File: config.mk
export PLATFORM = sky130hd
export DESIGN_NAME = vga_screen_arbiter
export DESIGN_NICKNAME = d
export VERILOG_FILES = /design/src/rtl/vga_screen_arbiter.sv
export SDC_FILE = /design/constraint.sdc
export NUM_CORES = 1
export LEC_CHECK = 0
export ABC_AREA = 1
export CAP_MARGIN = 30
export CORE_ASPECT_RATIO = 0.6
export CORE_MARGIN = 4
export CORE_UTILIZATION = 39
export CTS_CLUSTER_DIAMETER = 150
export DETAILED_ROUTE_END_ITERATION = 7
export GPL_TIMING_DRIVEN = 0
export PLACE_DENSITY = 0.82
export SETUP_SLACK_MARGIN = 0.05
export SYNTH_ARGS = -nofsm -noshare
export SYNTH_HDL_FRONTEND = slang
export SYNTH_SLANG_ARGS = --single-unit
File: constraint.sdc
create_clock -name clk -period 2.25 [get_ports clk]
set_input_delay 0.3375 -clock clk [delete_from_list [all_inputs] [get_ports clk]]
set_output_delay 0.3375 -clock clk [all_outputs]
set_load 0.05 [all_outputs]
File: src/rtl/vga_screen_arbiter.sv
`default_nettype none
// ============================================================================
// Module   : vga_screen_arbiter
// Purpose  : Starts one full-screen painter (START/MAP/WIN/LOSE ROM painters,
//            160x120x9b) by releasing its reset. Forwards that painter's
//            pixel stream to the single VGA adapter port and returns the
//            painter to reset when it reports done. Reports frame completion
//            and pixel-count errors.
// Ports    : clk, resetn          - clock, synchronous active-low reset
//            req_valid/req_sel/   - screen request handshake (accepted when
//            req_ready              req_valid && req_ready)
//            src_resetn/src_done  - per-painter reset release / done flag
//            src_x/src_y/         - packed per-painter pixel buses
//            src_colour
//            vga_x/vga_y/         - muxed pixel toward the VGA adapter
//            vga_colour/vga_plot
//            busy, frame_done,    - status: not idle, 1-cycle completion
//            err                    pulse, sticky error flag
// Revision : 1.0 - initial release
// ============================================================================
module vga_screen_arbiter #(
  parameter int NUM_SRC = 4,
  parameter int SEL_W   = 2,
  parameter int W       = 160,
  parameter int H       = 120,
  parameter int SLACK   = 64
) (
  input  logic                   clk,
  input  logic                   resetn,
  input  logic                   req_valid,
  input  logic [SEL_W-1:0]       req_sel,
  output logic                   req_ready,
  output logic [NUM_SRC-1:0]     src_resetn,
  input  logic [NUM_SRC-1:0]     src_done,
  input  logic [8*NUM_SRC-1:0]   src_x,
  input  logic [7*NUM_SRC-1:0]   src_y,
  input  logic [9*NUM_SRC-1:0]   src_colour,
  output logic [7:0]             vga_x,
  output logic [6:0]             vga_y,
  output logic [8:0]             vga_colour,
  output logic                   vga_plot,
  output logic                   busy,
  output logic                   frame_done,
  output logic                   err
);

  localparam int                 CNT_W     = 15;
  localparam logic [CNT_W-1:0]   FRAME_PIX = CNT_W'(W * H);
  localparam logic [CNT_W-1:0]   ABORT_PIX = CNT_W'(W * H + SLACK);
  localparam logic [CNT_W-1:0]   CNT_MAX   = '1;

  typedef enum logic [1:0] {
    S_IDLE   = 2'd0,
    S_LAUNCH = 2'd1,
    S_DRAW   = 2'd2,
    S_DONE   = 2'd3
  } state_t;

  // --------------------------------------------------------------------------
  // Registered state
  // --------------------------------------------------------------------------
  state_t               state;
  logic [SEL_W-1:0]     sel;
  logic [CNT_W-1:0]     pix_cnt;
  logic                 launch_cnt;
  logic                 bad_pulse;

  // Next-state values from the combinational process
  state_t               state_nxt;
  logic [SEL_W-1:0]     sel_nxt;
  logic [CNT_W-1:0]     pix_nxt;
  logic                 launch_nxt;
  logic                 bad_nxt;
  logic                 err_nxt;
  logic [NUM_SRC-1:0]   src_resetn_nxt;

  // --------------------------------------------------------------------------
  // Unpack the per-source buses into arrays so the selected source can be
  // picked with a plain array index.
  // --------------------------------------------------------------------------
  logic [7:0] x_arr      [NUM_SRC];
  logic [6:0] y_arr      [NUM_SRC];
  logic [8:0] colour_arr [NUM_SRC];

  for (genvar i = 0; i < NUM_SRC; i++) begin : g_slice
    assign x_arr[i]      = src_x[8*i +: 8];
    assign y_arr[i]      = src_y[7*i +: 7];
    assign colour_arr[i] = src_colour[9*i +: 9];
  end

  // --------------------------------------------------------------------------
  // Pixel counter helpers
  // --------------------------------------------------------------------------
  logic [CNT_W-1:0]     pix_inc;     // saturating increment
  logic [CNT_W:0]       pix_plus1;   // exact count including this cycle
  logic                 req_in_range;

  assign pix_inc      = (pix_cnt == CNT_MAX) ? pix_cnt : pix_cnt + 1'b1;
  assign pix_plus1    = {1'b0, pix_cnt} + 1'b1;
  assign req_in_range = (int'(req_sel) < NUM_SRC);

  // --------------------------------------------------------------------------
  // State register
  // --------------------------------------------------------------------------
  always_ff @(posedge clk) begin
    if (!resetn) begin
      state      <= S_IDLE;
      sel        <= '0;
      pix_cnt    <= '0;
      launch_cnt <= 1'b0;
      bad_pulse  <= 1'b0;
      err        <= 1'b0;
      src_resetn <= '0;
    end else begin
      state      <= state_nxt;
      sel        <= sel_nxt;
      pix_cnt    <= pix_nxt;
      launch_cnt <= launch_nxt;
      bad_pulse  <= bad_nxt;
      err        <= err_nxt;
      src_resetn <= src_resetn_nxt;
    end
  end

  // --------------------------------------------------------------------------
  // Next-state and output logic
  // --------------------------------------------------------------------------
  always_comb begin
    state_nxt      = state;
    sel_nxt        = sel;
    pix_nxt        = pix_cnt;
    launch_nxt     = launch_cnt;
    bad_nxt        = 1'b0;
    err_nxt        = err;
    src_resetn_nxt = src_resetn;

    req_ready      = 1'b0;
    busy           = 1'b1;
    vga_plot       = 1'b0;
    vga_x          = '0;
    vga_y          = '0;
    vga_colour     = '0;
    // A rejected out-of-range request still produces a completion pulse
    frame_done     = bad_pulse;

    case (state)
      S_IDLE: begin
        req_ready = 1'b1;
        busy      = 1'b0;
        if (req_valid) begin
          if (req_in_range) begin
            sel_nxt                 = req_sel;
            err_nxt                 = 1'b0;
            pix_nxt                 = '0;
            launch_nxt              = 1'b0;
            src_resetn_nxt          = '0;
            src_resetn_nxt[req_sel] = 1'b1;
            state_nxt               = S_LAUNCH;
          end else begin
            err_nxt = 1'b1;
            bad_nxt = 1'b1;
          end
        end
      end

      // Two cycles: the painter needs one cycle to leave reset and one more
      // for its registered ROM/coordinate stage before pixel 0 is on its bus.
      S_LAUNCH: begin
        launch_nxt = 1'b1;
        if (launch_cnt) begin
          state_nxt = S_DRAW;
        end
      end

      S_DRAW: begin
        vga_plot   = 1'b1;
        vga_x      = x_arr[sel];
        vga_y      = y_arr[sel];
        vga_colour = colour_arr[sel];
        pix_nxt    = pix_inc;
        if (src_done[sel]) begin
          // Done marks the last pixel, which is plotted in this same cycle
          src_resetn_nxt = '0;
          err_nxt        = (pix_plus1 != {1'b0, FRAME_PIX});
          state_nxt      = S_DONE;
        end else if (pix_inc >= ABORT_PIX) begin
          // Painter overran the frame by more than the allowed slack
          src_resetn_nxt = '0;
          err_nxt        = 1'b1;
          state_nxt      = S_DONE;
        end
      end

      S_DONE: begin
        frame_done = 1'b1;
        state_nxt  = S_IDLE;
      end

      default: begin
        state_nxt = S_IDLE;
      end
    endcase
  end

endmodule
`default_nettype wire

==> impl_metrics.py <==
metrics = {
    "critical_path": {
        "cp.depth": 7,
        "cp-startpoint": "state[0]",
        "worstPathArrival_ns": 1.77,
        "required_ns": 1.91,
        "critPathMaxFanout": 10,
        "path_buf_inv": 5,
        "crit_type": "flop to output pin",
        "r2r_slack_ns": 0.18,
        "critPathLaunchType": "flop",
        "endpoint_kind": "output pin",
        "cpMaxStageDelayCell": "dfxtp_2",
        "max_stage_delay_ns": 0.35,
        "crit_chain": "inv_1 -> ha_4 -> inv_1 -> buf_4 -> clkbuf_16 -> a21oi_4 -> buf_4",
        "r2r_cells": 17,
        "reg2reg_from": "pix_cnt[0]",
        "cp_top_family": "buffers and inverters",
    },
    "placed_design": {
        "gp_congestion": 0.958,
        "hpwl_um": 7940,
        "portBuffers": 136,
        "pre_cts_slack_ns": -0.744,
    },
    "timing": {
        "maxSlewHeadroom_pct": 52.3,
        "tns_ns": 0,
        "hold_viol": 0,
        "finalCritPeriodShare_pct": 93.6,
        "setup_violations": 0,
        "worst_slack_ns": 0.144,
        "layout_min_cycle_time_ns": 2.11,
        "holdWs_ns": 0.329,
        "tightest_slew_ns": 0.709,
        "slew_viol_final": 0,
        "rsz0062_at_grt": "yes",
        "finalClockSkew_ns": 0.00724,
        "max_freq_mhz": 475,
    },
    "route": {
        "route.detailed.drc": 0,
        "avgViaCountPerCell": 5.17,
        "drt_iter0_drc": 189,
        "dr.pass1.iters": 5,
        "num_vias": 3330,
        "ant_nets": 0,
        "routedWlPerCell_um": 15.4,
        "drt_wl_total_um": 9950,
    },
    "hold_path": {
        "min-delay-start": "resetn",
        "hold_class": "input pin to flop",
        "hold_path_depth": 3,
    },
    "global_routing": {
        "antenna_found_initial": 0,
        "grt_max_degree": 16,
        "grt_pass1_vias": 3091,
        "grt_first_pass_wirelength_um": 15300,
        "overflow": 0,
        "grt_use_total_pct": 26.5,
    },
    "yosys": {
        "syn_area_um2": 2390,
        "synth.distinct_cells": 29,
        "yosysWarnings": 0,
        "netlist_instances": 425,
        "synth_seq_cells": 25,
        "postSynthAreaPerCell_um2": 5.63,
        "synthesis.nets": 536,
        "seq_area_frac_synth_pct": 20.9,
    },
    "cells_and_area": {
        "final_common_cell": "nor2_1",
        "fin_nets": 676,
        "area_delta_synth_final_pct": 76.1,
        "final_cell_mix": "125 x nor2_1, 110 x clkdlybuf4s50_1, 59 x nand2_1",
        "layout-drive-gt1-share_pct": 18.8,
        "antenna_cells": 0,
    },
    "floorplanning": {
        "io_pins": 138,
        "die_h_um": 68.7,
        "fp.coreArea_um2": 5750,
        "rows": 21,
        "die_area_um2": 7490,
        "start_util_pct": 41.6,
        "die_w_um": 109,
    },
    "outcome": {
        "outcome": "finished clean",
    },
    "cts": {
        "cts_buffer_depth": 2,
        "cts_buffers": 3,
        "clockRootBuffer": "clkbuf_8",
        "cts_tree": "done",
        "ctsHoldBuffers": 0,
        "cts.sinks": 25,
        "cts.clk_slew.worst_paths_ns": 0.09,
        "htreeDepth": 1,
        "clk_latency_ns": 0.28,
    },
    "pwr": {
        "ir_drop_mv": 0.707,
        "p_leak_nw": 1.70,
        "powerDensity_nw_per_um2": 771,
    },
    "flow_run": {
        "cap_violations": 0,
    },
}
[flip-flops by register name, indices dropped and copies added (netlist names)]
name,flops
src_resetn,4
state,2
sel,2
pix_cnt,15
err,1
launch_cnt,1
[worst reg2reg max path, delay by kind of cell, from the launching register on]
family	cells	cell delay [ns]
adders and majority gates	1	0.22
and+or+nand+nor	14	1.11
DFF	1	0.39
buffers and inverters	2	0.23
[power breakdown]
part / switching (mW) / internal (mW) / total [mW]
clock network: 0.153 / 0.126 / 0.279
registers: 0.0983 / 0.541 / 0.639
logic: 1.50 / 0.827 / 2.33
total: 1.75 / 1.49 / 3.25
[synthesized netlist by cell type]
cell type / n / area share [%]
a211oi_1: 3 / 0.94
a21oi_1: 42 / 8.8
a21oi_2: 3 / 1.1
a31o_2: 1 / 0.37
buf_4: 1 / 0.31
buf_6: 2 / 0.94
clkbuf_1: 20 / 3.1
clkinv_1: 3 / 0.47
dfxtp_1: 25 / 21
ha_1: 6 / 3.1
inv_1: 23 / 3.6
inv_2: 1 / 0.16
nand2_1: 62 / 9.7
nand2_2: 6 / 1.6
nand3_1: 16 / 3.3
nand3_2: 6 / 2.5
nand3b_1: 1 / 0.31
nand4_1: 3 / 0.79
nor2_1: 126 / 20
nor2_2: 3 / 0.79
nor2_4: 2 / 0.94
nor3_1: 4 / 0.84
o21ai_0: 53 / 11
o21ai_1: 2 / 0.42
o21bai_1: 1 / 0.31
o22ai_1: 2 / 0.52
or2_2: 1 / 0.26
xor2_1: 6 / 2.2
xor2_2: 1 / 0.68
[routing by layer]
metal | vias to the layer above | GRT usage (%) | share of wire (%)
li1 | 1657 | - | -
met1 | 1526 | 32.6 | 43
met2 | 128 | 48.0 | 48
met3 | 19 | 6.05 | 7.7
met4 | 0 | 5.20 | 1.9
met5 | - | 0 | 0
[layout make-up]
| cell class | instances | area [µm²] |
|---|---|---|
| Tap cell | 80 | 100 |
| Fill cell | 483 | 1540 |
| Inverter | 27 | 103 |
| Timing Repair Buffer | 137 | 1310 |
| Sequential cell | 25 | 513 |
| Buffer | 21 | 175 |
| Clock buffer | 3 | 41.3 |
| Multi-Input combinational cell | 350 | 1960 |
| Clock inverter | 1 | 7.51 |
[logic make-up (layout without fill, tap and decap cells)]
kind of cell    after synthesis  in the layout  share of synthesized area (%)
simple gates                230            230                           40.9
compound gates              107            107                           23.5
buf+inv                      50            189                           8.63
flops                        25             25                           20.9
xor+xnor                      7              7                           2.88
fa+ha+maj                     6              6                           3.14
[metrics by stage]
step                util [%]  std cells  total power [mW]  instance area, µm²
floorplan                  -        425              2.16                2620
global placement        71.0        641              2.83                4080
detailed placement      71.0        641              2.87                4080
CTS                     72.1        643              3.20                4150
global route            73.2        644              3.45                4210
finish                  73.2        644              3.25                4210
[repair_timing]
action | CTS | global route
setup buffers | 0 | 1
pin swaps | 0 | 1
endpoints found under the setup margin | 26 | 46
resized for setup | 169 | 32
[final timing paths]
check                        to
setup / recovery  vga_colour[1]
hold / removal    src_resetn[2]
setup reg to reg  src_resetn[3]
hold reg to reg      launch_cnt
Power figures use the tool's default switching activity.
